## src/rtl/ddr_lane_engine.sv

```systemverilog
// ddr_lane_engine: DDR playfield core. Scrolls an arrow chart down LANES
// columns on each beat, scans the LED matrix one lane at a time, judges pad
// presses against the bottom (target) row and keeps saturating hit/miss tallies.
module ddr_lane_engine #(
  parameter int LANES     = 4,
  parameter int ROWS      = 8,
  parameter int SCAN_BITS = 16,
  parameter int SCORE_W   = 8
) (
  input  logic               clk,
  input  logic               reset,
  input  logic               bpmClk,
  input  logic [LANES-1:0]   step,
  input  logic [LANES-1:0]   pad,
  output logic [LANES-1:0]   colEnOut,
  output logic [ROWS-1:0]    col,
  output logic [SCORE_W-1:0] hitCount,
  output logic [SCORE_W-1:0] missCount,
  output logic               hitPulse,
  output logic               missPulse
);

  // Lane selector width; LANES need not be a power of two.
  localparam int LANE_W = (LANES > 1) ? $clog2(LANES) : 1;
  localparam logic [LANE_W-1:0] LAST_LANE = LANE_W'(LANES - 1);

  // Width able to hold a per-cycle popcount of LANES bits.
  localparam int CNT_W = $clog2(LANES + 1);

  // Score additions are done one bit wider than the wider operand so the
  // carry is visible before clamping.
  localparam int SUM_W = ((SCORE_W > CNT_W) ? SCORE_W : CNT_W) + 1;
  localparam logic [SUM_W-1:0] SCORE_MAX = SUM_W'({SCORE_W{1'b1}});

  // Registered state
  logic                 bpm_q;
  logic [LANES-1:0]     pad_q;
  logic [ROWS-1:0]      chart [LANES];
  logic [SCAN_BITS-1:0] scan_cnt;
  logic [LANE_W-1:0]    lane_sel;
  logic [SCORE_W-1:0]   hit_cnt;
  logic [SCORE_W-1:0]   miss_cnt;
  logic                 hit_pulse;
  logic                 miss_pulse;

  // Combinational judge / scroll results
  logic                 beat;
  logic [LANES-1:0]     press;
  logic [LANES-1:0]     hit;
  logic [LANES-1:0]     miss;
  logic [ROWS-1:0]      chart_next [LANES];
  logic [SCORE_W-1:0]   hit_cnt_next;
  logic [SCORE_W-1:0]   miss_cnt_next;

  // Count set bits in a lane vector.
  function automatic logic [CNT_W-1:0] popcount(input logic [LANES-1:0] v);
    logic [CNT_W-1:0] n;
    n = '0;
    for (int i = 0; i < LANES; i++) begin
      n = n + CNT_W'(v[i]);
    end
    return n;
  endfunction

  // Add a popcount to a score and clamp at the largest representable score.
  function automatic logic [SCORE_W-1:0] sat_add(input logic [SCORE_W-1:0] cur,
                                                 input logic [CNT_W-1:0]   add);
    logic [SUM_W-1:0] sum;
    sum = SUM_W'(cur) + SUM_W'(add);
    if (sum > SCORE_MAX) begin
      return {SCORE_W{1'b1}};
    end
    return sum[SCORE_W-1:0];
  endfunction

  // Edge detection, hit/miss judging and next chart contents for every lane.
  // A press is judged against the target bit as it stands before any scroll,
  // so a same-cycle press and beat can hit and then suppresses the miss.
  always_comb begin
    beat  = bpmClk & ~bpm_q;
    press = pad & ~pad_q;
    hit   = '0;
    miss  = '0;
    for (int l = 0; l < LANES; l++) begin
      chart_next[l] = chart[l];
      hit[l]  = press[l] & chart[l][ROWS-1];
      miss[l] = beat & chart[l][ROWS-1] & ~hit[l];
      if (hit[l]) begin
        chart_next[l][ROWS-1] = 1'b0;
      end
      if (beat) begin
        chart_next[l] = {chart[l][ROWS-2:0], step[l]};
      end
    end
  end

  // Next values of the saturating tallies.
  always_comb begin
    hit_cnt_next  = sat_add(hit_cnt, popcount(hit));
    miss_cnt_next = sat_add(miss_cnt, popcount(miss));
  end

  // Previous-cycle copies of beat and pad levels; reset to ones so a level
  // already high when reset releases does not look like a fresh edge.
  always_ff @(posedge clk) begin
    if (!reset) begin
      bpm_q <= 1'b1;
      pad_q <= '1;
    end else begin
      bpm_q <= bpmClk;
      pad_q <= pad;
    end
  end

  // Scan divider: lane_sel moves on to the next lane each time the free
  // running counter wraps.
  always_ff @(posedge clk) begin
    if (!reset) begin
      scan_cnt <= '0;
      lane_sel <= '0;
    end else begin
      scan_cnt <= scan_cnt + 1'b1;
      if (&scan_cnt) begin
        if (lane_sel == LAST_LANE) begin
          lane_sel <= '0;
        end else begin
          lane_sel <= lane_sel + 1'b1;
        end
      end
    end
  end

  // Chart storage: scroll on beat, clear the target bit on a hit.
  always_ff @(posedge clk) begin
    if (!reset) begin
      for (int l = 0; l < LANES; l++) begin
        chart[l] <= '0;
      end
    end else begin
      for (int l = 0; l < LANES; l++) begin
        chart[l] <= chart_next[l];
      end
    end
  end

  // Score tallies and their one-cycle indication pulses.
  always_ff @(posedge clk) begin
    if (!reset) begin
      hit_cnt    <= '0;
      miss_cnt   <= '0;
      hit_pulse  <= 1'b0;
      miss_pulse <= 1'b0;
    end else begin
      hit_cnt    <= hit_cnt_next;
      miss_cnt   <= miss_cnt_next;
      hit_pulse  <= |hit;
      miss_pulse <= |miss;
    end
  end

  // LED matrix drive: active-low enable for the scanned lane and its chart bits.
  always_comb begin
    colEnOut = ~(LANES'(1) << lane_sel);
    col      = chart[lane_sel];
  end

  assign hitCount  = hit_cnt;
  assign missCount = miss_cnt;
  assign hitPulse  = hit_pulse;
  assign missPulse = miss_pulse;

endmodule
```

## config.mk

```make
export PLATFORM = sky130hd
export DESIGN_NAME = ddr_lane_engine
export DESIGN_NICKNAME = d
export VERILOG_FILES = /design/src/rtl/ddr_lane_engine.sv
export SDC_FILE = /design/constraint.sdc
export NUM_CORES = 1
export LEC_CHECK = 0
export CAP_MARGIN = 30
export CORE_MARGIN = 3
export CORE_UTILIZATION = 50
export CTS_CLUSTER_SIZE = 12
export DETAILED_ROUTE_END_ITERATION = 12
export PLACE_DENSITY = 0.72
export SYNTH_ARGS = -nofsm -noshare
export SYNTH_HDL_FRONTEND = slang
export SYNTH_SLANG_ARGS = --single-unit
```

## constraint.sdc

```tcl
create_clock -name clk -period 3 [get_ports clk]
set_input_delay 0.3 -clock clk [delete_from_list [all_inputs] [get_ports clk]]
set_output_delay 0.3 -clock clk [all_outputs]
set_load 0.05 [all_outputs]
```

==> metrics.md, run 1 <==
| Metric | Value |
|---|---|
| Total GRT Usage | a little under a fifth |
| Compound-Gate Fraction of Synth Area | about a tenth |
| Root Driver | clkbuf_8 |
| Synth Area in Simple Gates | 22.7% |
| Critical Path RT | 3.27 ns |
| Die area | roughly 7600 µm² |
| Share of layout cells above drive strength 1 | 8.50% |
| Layout area overhead | 19.6% |
| Part of the cycle the worst path needs | around 92% |
| Worst-path cell chain | clkdlybuf4s50_1 > nor2b_2 > nand3_1 > fa_1 > fa_1 > inv_1 > fa_1 > nand4_1 > or2_2 > a21oi_1 |
| Synthesized instance count | roughly 370 |
| Final count of pins violating max slew | 0 |
| Worst path slowest cell | fa_1 |
| Gpl congestion | 0.836 |
| Yosys warnings | 0 |
| Power Internal | roughly 1.4 mW |
| Synth Net Count | roughly 390 |
| Worst Path Arrival | 3.04 ns |
| Layout net count | 431 |
| Max_cap viols | 0 |
| Top delay family on crit path | adder cells |
| Core Region | 6130 µm² |
| CP Capture Type | register |
| Setup repair bufs after CTS | 0 |
| Worst Hold Class | reg -> reg |
| Vias | about 2600 |
| Sequential area share after synthesis | approximately 46% |
| CP Launch Type | input port |
| Clock share of power | 40.4% |
| Commonest non-fill, non-tap cell in the layout | dfxtp_1 |
| Sequential share of power | between 50% and 60% |
| Crit path max fanout | 5 |
| Max rail drop VDD | about 0.35 mV |
| Total CTS buffers | 9 |
| Slew headroom | 55.4% |
| Initial antenna violation count | 0 |
| Power Dens Cells | between 400 and 500 nW/µm² |
| Vias in the first global route | 2442 |
| Overall Power | about 1.8 mW |
| 1st-iter DRT viols | roughly 180 |
| Met1 Wirelength | a little over 3 mm |
| Switching Share | about 22% |
| Routed Antenna Nets | 0 |
| Total of fill cells in the finished design | approximately 530 |
| Adder-cell share of the synthesized area | under 10% |
| Routed wire per std cell | 13.2 µm |
| Outcome | complete, no violations |
| Port bufs | 40 |
| Final WS setup | roughly 0.23 ns |
| Combinational family with the most area after synthesis | simple AND/OR/NAND/NOR gates |
| Initial Util | a little over half |
| Iteration count of the initial detailed-routing pass | 4 |
| Register bit total from synthesis | 75 |
| Post-route DRC | 0 |
| Worst Path Buf+Inv | 2 |
| Post-synthesis cell type count | 40 |
| Post-Synth XOR/XNOR Area | 4.26% |
| Min cycle time layout | 2.77 ns |
| Hold_buf cts | 0 |
| Worst slew pin tran | between 0.6 and 0.7 ns |
| Final WL | between 6 and 7 mm |
| Met2 wire len | about 3.0 mm |
| Final setup fails | 0 |
| Worst-Skew Late Latency | between 0.3 and 0.4 ns |
| CTS resizes | 0 |
| Unrepaired setup endpoints after global routing | false |
| Skew final | between 0.009 and 0.01 ns |
| Largest net degree at the start of global routing | 35 |
| GRT overflow | 0 |
| Number of diodes | 0 |
| Switch Pwr | approximately 0.4 mW |
| Via-to-Cell Ratio | roughly 5.3 |
| Met3 WL post-DR | slightly above 300 µm |
| CTS tree | built |
| Global-route wire length before repair | roughly 11 mm |
| P_leak | approximately 1.4 nW |
| Die Wd | slightly below 90 µm |
| Netlist area before placement | about 3300 µm² |
| CTS H-tree lvls | 3 |
| Clock Path Buffers | 2 |
| Crit Path Category | in -> reg |
| Die Y | 87.1 µm |
| FMAX | 361 MHz |
| Combinational share of power | roughly 3.7% |
| HPWL after detailed placement | roughly 4.5 mm |
| CP peak stage delay | approximately 0.5 ns |
| Row count | 28 |
| Boundary Pins | just over 40 |
| Most common cell on crit path | fa_1 |
| Uppermost routed layer | met4 |
| Syn_area_per_cell | 8.92 µm² |
| Clock-pin slew on the worst setup and hold paths | 0.08 ns |
| Multiplexer share of the synthesized area | 7.00% |
| Hold Vio Cnt, Final | 0 |
| Commonest non-fill, non-tap cells in the layout | dfxtp_1, nand2_1, a21oi_1 |
| Setup WS pre-CTS | -0.110 ns |
| Clk sinks | 75 |
-- metrics by stage --
step	hold WS, ns	cell area, µm²	setup TNS [ns]	std cells	utilization (%)
2_1_floorplan	0.401	3290	0	369	-
3_5_place_dp	0.436	3750	-0.605	471	61.1
4_1_cts	0.448	3940	0	487	64.2
6_report	0.445	3940	0	487	64.2
3_3_place_gp	0.427	3750	-0.0900	471	61.1
5_1_grt	0.474	3940	0	487	64.2
-- power by group through the flow --
| stage | clock [mW] | sequential, mW | combinational, mW |
|---|---|---|---|
| after floorplan | 0 | 1.03 | 0.0402 |
| after global placement | 0 | 1.03 | 0.0663 |
| after detailed placement | 0 | 1.03 | 0.0668 |
| after CTS | 0.755 | 1.01 | 0.0674 |
| after global routing | 0.792 | 1.01 | 0.0742 |
| final | 0.729 | 1.01 | 0.0668 |
-- cells in the mapped netlist (all sizes together) --
cell type | n | area (µm²)
nor4 | 1 | 6.26
o2111ai | 1 | 8.76
and4 | 3 | 27.5
dfxtp | 75 | 1500
a21oi | 41 | 205
a22oi | 2 | 15.0
nor2 | 27 | 101
mux4 | 8 | 180
or3 | 2 | 12.5
and3 | 6 | 37.5
inv | 16 | 60.1
o211a | 1 | 10.0
nor2b | 2 | 12.5
nand4 | 6 | 37.5
nor4bb | 1 | 10.0
nand2b | 13 | 81.3
or2 | 1 | 6.26
buf | 10 | 56.3
o21a | 2 | 15.0
and2 | 4 | 26.3
nor3 | 2 | 10.0
nand3 | 17 | 97.6
a211oi | 1 | 7.51
nand2 | 73 | 274
mux2i | 5 | 50.1
xnor2 | 4 | 35.0
or4 | 1 | 7.51
clkbuf | 10 | 37.5
fa | 6 | 120
xor2 | 12 | 105
ha | 7 | 87.6
o21ai | 7 | 35.0
a31oi | 2 | 12.5
-- layout make-up --
cell class,count,area (µm²),area share (%)
Sequential cell,75,1500,38.1
Clock buffer,13,169,4.29
Timing Repair Buffer,47,453,11.5
Inverter,16,60.1,1.53
Multi-Input combinational cell,258,1640,41.6
Clock inverter,3,21.3,0.540
Tap cell,75,93.8,2.38
-- registers in the layout, summed over array words and instances, names as in the netlist, named ones only --
signal,count
missPulse,1
bpm_q,1
lane_sel,2
hitPulse,1
missCount,8
scan_cnt,16
pad_q,4
chart,32
hitCount,8
-- worst register-to-register path, cell delays in order, from the launching register on --
cell	delay, ns
dfxtp_1	0.42
inv_1	0.06
nor2_1	0.18
fa_1	0.48
fa_1	0.48
fa_1	0.42
nand4_1	0.15
nor2_1	0.12
o21a_1	0.20
-- layer usage --
layer / up-vias / GRT usage [%]
met4: 0 / 6.97
met1: 1220 / 25.2
li1: 1315 / -
met2: 53 / 28.2
met3: 7 / 5.30
met5: - / 0
-- cell families (layout without fill, tap and decap cells) --
| family | count (synthesis) | in the layout |
|---|---|---|
| AO/OA/AOI/OAI | 57 | 57 |
| multiplexers | 13 | 13 |
| buffers and inverters | 36 | 79 |
| AND/OR/NAND/NOR | 159 | 159 |
| flip-flops | 75 | 75 |
| XOR/XNOR | 16 | 16 |
| adder cells (fa/ha/maj) | 13 | 13 |
-- final timing paths --
path / from / endpoint / slack [ns] / cells after the start
min reg2reg: scan_cnt[0] / scan_cnt[0] / 0.45 / 1
max: bpmClk / missCount[0] / 0.23 / 10
max reg2reg: chart[0][7] / hitCount[5] / 0.39 / 8
min: scan_cnt[0] / scan_cnt[0] / 0.45 / 1
Note: power is estimated with default switching activity, not from simulation.
==> run 2, diff against run 1 <==
CORE_UTILIZATION = 55   (was 50)
DONT_BUFFER_PORTS = 1   (was default)
PLACE_DENSITY = 0.69   (was 0.72)
==> metrics.md, run 2 (synthesis results as in run 1) <==
| Metric | Value |
|---|---|
| Outcome | complete, no violations |
| Routed Antenna Nets | 0 |
| Final design area excluding fillers | 3520 µm² |
| FMAX | about 380 MHz |
| Clk sinks | 75 |
| Biggest regs | chart (32), scan_cnt (16) |
| Crit Path Category | reg -> reg |
| Commonest non-fill, non-tap cell in the layout | dfxtp_1 |
| Final count of pins violating max slew | 0 |
| Commonest non-fill, non-tap cells in the layout | dfxtp_1, nand2_1, a21oi_1 |
| Power Internal | ~1.3 mW |
| Die Y | 83.4 µm |
| Global-route wire length before repair | 10.6 mm |
| Max rail drop VDD | 0.272 mV |
| Largest net degree at the start of global routing | 35 |
| 1st-iter DRT viols | 124 |
| Biggest register | chart |
| Part of the cycle the worst path needs | 88.7% |
| Crit path max fanout | 5 |
| Overall Power | approximately 1.7 mW |
| HPWL after detailed placement | 4.23 mm |
| Most common cell on crit path | fa_1 |
| Area after DPL | ~3300 µm² |
| Die area | approximately 6900 µm² |
| Total GRT Usage | approximately a fifth |
| Combinational share of power | 3.0% |
| Total of fill cells in the finished design | 481 |
| Number of diodes | 0 |
| Iteration count of the initial detailed-routing pass | 4 |
| CTS tree | built |
| Worst-Skew Late Latency | between 0.3 and 0.4 ns |
| Min cycle time layout | between 2 and 3 ns |
| P_leak | about 1.3 nW |
| Met1 Wirelength | ~2.9 mm |
| Die Wd | between 80 and 90 µm |
| CP Launch Type | register |
| CTS resizes | 0 |
| Share of layout cells above drive strength 1 | 8.92% |
| CP Capture Type | register |
| Sequential share of power | about three fifths |
| Total CTS buffers | 9 |
| GRT overflow | 0 |
| Worst slew pin tran | 0.712 ns |
| Initial Util | 58.3% |
| Power Dens Cells | roughly 480 nW/µm² |
| Core Region | around 5600 µm² |
| Critical Path RT | 3.24 ns |
| Max_cap viols | 0 |
| Met3 WL post-DR | approximately 340 µm |
| Routed wire per std cell | around 14 µm |
| CTS H-tree lvls | 3 |
| Worst path slowest cell | fa_1 |
| Switch Pwr | around 0.37 mW |
| Root Driver | clkbuf_8 |
| Unrepaired setup endpoints after global routing | false |
| Vias | approximately 2400 |
| Vias in the first global route | about 2300 |
| Layout net count | ~390 |
| Clock Path Buffers | 2 |
| Clock-pin slew on the worst setup and hold paths | about 0.07 ns |
| Layout area overhead | 6.88% |
| Worst-path cell chain | nand2b_1 > nor2_1 > fa_1 > fa_1 > fa_1 > nand4_1 > nor2_1 > o21a_1 |
| Worst Path Buf+Inv | 0 |
| Max FFs per register | 32 |
| Uppermost routed layer | met4 |
| Skew final | between 0.009 and 0.01 ns |
| Setup TNS | 0 ns |
| Boundary Pins | 41 |
| Hold_buf cts | 0 |
| Port bufs | 0 |
| CP peak stage delay | between 0.4 and 0.5 ns |
| Final setup fails | 0 |
| Gpl congestion | approximately 0.8 |
| Setup repair bufs after CTS | 0 |
| Initial antenna violation count | 0 |
| Row count | 27 |
| Clock share of power | between 30% and 40% |
| Via-to-Cell Ratio | around 5.4 |
| Switching Share | ~22% |
| Slew headroom | ~53% |
| Worst Hold Class | in -> reg |
| Final WL | a little over 6 mm |
| Worst Path Arrival | approximately 2.9 ns |
| Post-route DRC | 0 |
| Hold Vio Cnt, Final | 0 |
| Met2 wire len | between 2 and 3 mm |
| Top delay family on crit path | adder cells |
## run 2: worst paths after layout
kind                                   from           to  slack, ns  cells after the start
worst min-delay path                  reset     pad_q[1]       0.04                      1
worst min register to register  scan_cnt[0]  scan_cnt[0]       0.45                      1
worst max-delay path               pad_q[0]  hitCount[5]       0.34                      8
worst max register to register     pad_q[0]  hitCount[5]       0.34                      8
## run 2: layer usage
layer  GRT usage (%)  vias to the layer above
met5               0                        -
met4            8.77                        0
met3            7.34                        8
met2            28.6                       53
met1            23.3                     1118
li1                -                     1222
## run 2: cell type report
class	instances	area (µm²)	share of cell area, %
clock inverters	4	20.0	0.569
repair buffers	7	80.1	2.28
clock buffers	10	128	3.63
inverters	16	60.1	1.71
flip-flops and latches	75	1500	42.7
multi-input cells	258	1640	46.6
well taps	72	90.1	2.56
## run 2: power by group through the flow
stage / combinational (mW) / clock [mW] / sequential [mW]
after floorplan: 0.0402 / 0 / 1.03
after global placement: 0.0445 / 0 / 1.03
after detailed placement: 0.0468 / 0 / 1.03
after CTS: 0.0469 / 0.642 / 1.01
after global routing: 0.0575 / 0.683 / 1.01
final: 0.0507 / 0.620 / 1.01
## run 2: per-stage QoR
step / hold WS [ns] / utilization [%] / cells / setup slack (ns)
finish: 0.0351 / 62.3 / 442 / 0.338
floorplan: 0.401 / - / 369 / 0.149
detailed placement: 0.380 / 59.2 / 427 / 0.304
global placement: 0.376 / 59.0 / 426 / 0.421
CTS: 0.0199 / 61.9 / 441 / 0.309
global route: 0.0113 / 62.3 / 442 / 0.152
==> run 3, diff against run 2 <==
PLACE_DENSITY = 0.66   (was 0.69)
clock period = 2.53 ns   (was 3 ns; I/O delays follow)
==> metrics.md, run 3 (synthesis results as in run 1) <==
| Metric | Value |
|---|---|
| Worst Path Buf+Inv | 1 |
| Met1 Wirelength | 2.98 mm |
| Outcome | complete, no violations |
| Switching Share | roughly a fifth |
| Iteration count of the initial detailed-routing pass | 5 |
| Min cycle time layout | approximately 2.4 ns |
| Worst-path cell chain | nor2b_4 > nand3_2 > fa_1 > fa_2 > inv_1 > fa_2 > nand4_1 > or2_4 > a21oi_1 |
| Final WL | about 6.4 mm |
| Worst slew pin tran | just under 0.8 ns |
| GRT overflow | 0 |
| Layout net count | approximately 410 |
| Power Dens Cells | about 570 nW/µm² |
| Biggest regs | chart (32), scan_cnt (16) |
| Sequential share of power | approximately 56% |
| Clock-pin slew on the worst setup and hold paths | approximately 0.07 ns |
| Crit Path Category | reg -> reg |
| CTS H-tree lvls | 3 |
| Die Y | around 83 µm |
| Share of layout cells above drive strength 1 | around 16% |
| Max rail drop VDD | about 0.35 mV |
| Boundary Pins | 41 |
| Part of the cycle the worst path needs | 96.8% |
| Combinational share of power | approximately 2.9% |
| CP peak stage delay | roughly 0.49 ns |
| CP Capture Type | register |
| HPWL after detailed placement | about 4.2 mm |
| Final setup fails | 0 |
| Biggest register | chart |
| Via-to-Cell Ratio | ~5.4 |
| Most common cell on crit path | fa_2 |
| 1st-iter DRT viols | roughly 190 |
| Vias in the first global route | 2342 |
| Initial Util | ~60% |
| CTS tree | built |
| Reg2reg start | bpm_q |
| Slew headroom | between 40% and 50% |
| Hold Vio Cnt, Final | 0 |
| Routed wire per std cell | approximately 14 µm |
| Global-route wire length before repair | about 11 mm |
| Die area | roughly 6900 µm² |
| Worst Hold End | pad_q[3] |
| Layout area overhead | 12.9% |
| Worst Path Arrival | 2.72 ns |
| R2R Setup Slk | 0.08 ns |
| Clock Path Buffers | 2 |
| Critical Path RT | ~2.8 ns |
| Final count of pins violating max slew | 0 |
| Vias | between 2000 and 2500 |
| Worst R2R End | missCount[1] |
| Routed Antenna Nets | 0 |
| Top delay family on crit path | adder cells |
| P_leak | between 1 and 1.5 nW |
| Port bufs | 0 |
| Max_cap viols | 0 |
| FMAX | 408 MHz |
| Met2 wire len | approximately 3.0 mm |
| Largest net degree at the start of global routing | 34 |
| Reg2reg path depth | 9 |
| Clk sinks | 75 |
| Switch Pwr | around 0.46 mW |
| Total CTS buffers | 9 |
| Worst Hold Class | in -> reg |
| Hold Path Stages | 1 |
| Non-filler cells, final | roughly 460 |
| Worst-Skew Late Latency | roughly 0.34 ns |
| Commonest non-fill, non-tap cells in the layout | nand2_1, dfxtp_1, a21oi_1 |
| Root Driver | clkbuf_8 |
| Commonest non-fill, non-tap cell in the layout | nand2_1 |
| Power Internal | roughly 1.7 mW |
| Number of diodes | 0 |
| Post-route DRC | 0 |
| CP Launch Type | register |
| Row count | 27 |
| Max FFs per register | 32 |
| Uppermost routed layer | met4 |
| Die Wd | 83.4 µm |
| Initial antenna violation count | 0 |
| Met3 WL post-DR | approximately 310 µm |
| Final core occ | about two thirds |
| Total GRT Usage | about a fifth |
| Core Region | 5640 µm² |
| Dpl cells | around 440 |
| Hold_sp | pad[3] |
| Crit path max fanout | 5 |
| Gpl congestion | 0.799 |
| Skew final | approximately 0.0054 ns |
| Worst path depth | 9 |
| Worst path slowest cell | fa_1 |
| Clock share of power | 41.0% |
## run 3: changes by cell type in the layout (fill, tap and decap cells not counted), sizes merged
cell / change
clkinv: -3
dlygate4sd3: +3
clkbuf: +5
buf: +12
## run 3: layout make-up
class / instances / area, µm²
clock inverters: 1 / 5.00
clock buffers: 15 / 186
multi-input cells: 258 / 1700
flip-flops and latches: 75 / 1510
fillers: 479 / 1930
inverters: 16 / 60.1
well taps: 72 / 90.1
repair buffers: 22 / 173
## run 3: repair_timing
item,in CTS,in global routing
hold endpoints to repair,5,1
pin swaps,0,9
resized for setup,3,11
hold buffers,2,1
endpoints found under the setup margin,6,16
setup buffers,0,2
## run 3: per-layer routing
layer  vias to the layer above  global-route usage [%]
met3                         6                    4.96
met1                      1146                    25.1
met5                         -                       0
li1                       1258                       -
met2                        48                    30.3
met4                         0                    8.02
## run 3: metrics by stage
stage	hold slack, ns	power (mW)	TNS (ns)	instance area [µm²]	worst slack [ns]
detailed placement	0.332	1.28	-0.199	3430	-0.0512
floorplan	0.354	1.27	0	3310	0.0526
global route	0.0112	2.22	-0.158	3710	-0.0388
global placement	0.329	1.28	-0.000202	3430	-0.000202
CTS	0.00326	2.16	0	3650	0.0413
finish	0.0153	2.13	0	3710	0.0801
## run 3: power by group through the flow
stage / sequential [mW] / clock, mW / combinational [mW]
2_1_floorplan: 1.22 / 0 / 0.0490
3_3_place_gp: 1.22 / 0 / 0.0550
3_5_place_dp: 1.22 / 0 / 0.0552
4_1_cts: 1.20 / 0.904 / 0.0593
5_1_grt: 1.20 / 0.952 / 0.0692
6_report: 1.20 / 0.873 / 0.0621
## run 3: worst max-delay path by stage
| stage | from | endpoint | slack (ns) |
|---|---|---|---|
| final | bpm_q | missCount[1] | 0.08 |
| after global routing | bpm_q | missCount[7] | -0.04 |
| after CTS | pad_q[2] | missCount[5] | 0.04 |
| after detailed placement | pad_q[0] | hitCount[5] | -0.05 |
| after global placement | pad_q[0] | hitCount[3] | -0.0002 |
| after floorplan | bpm_q | missCount[0] | 0.05 |
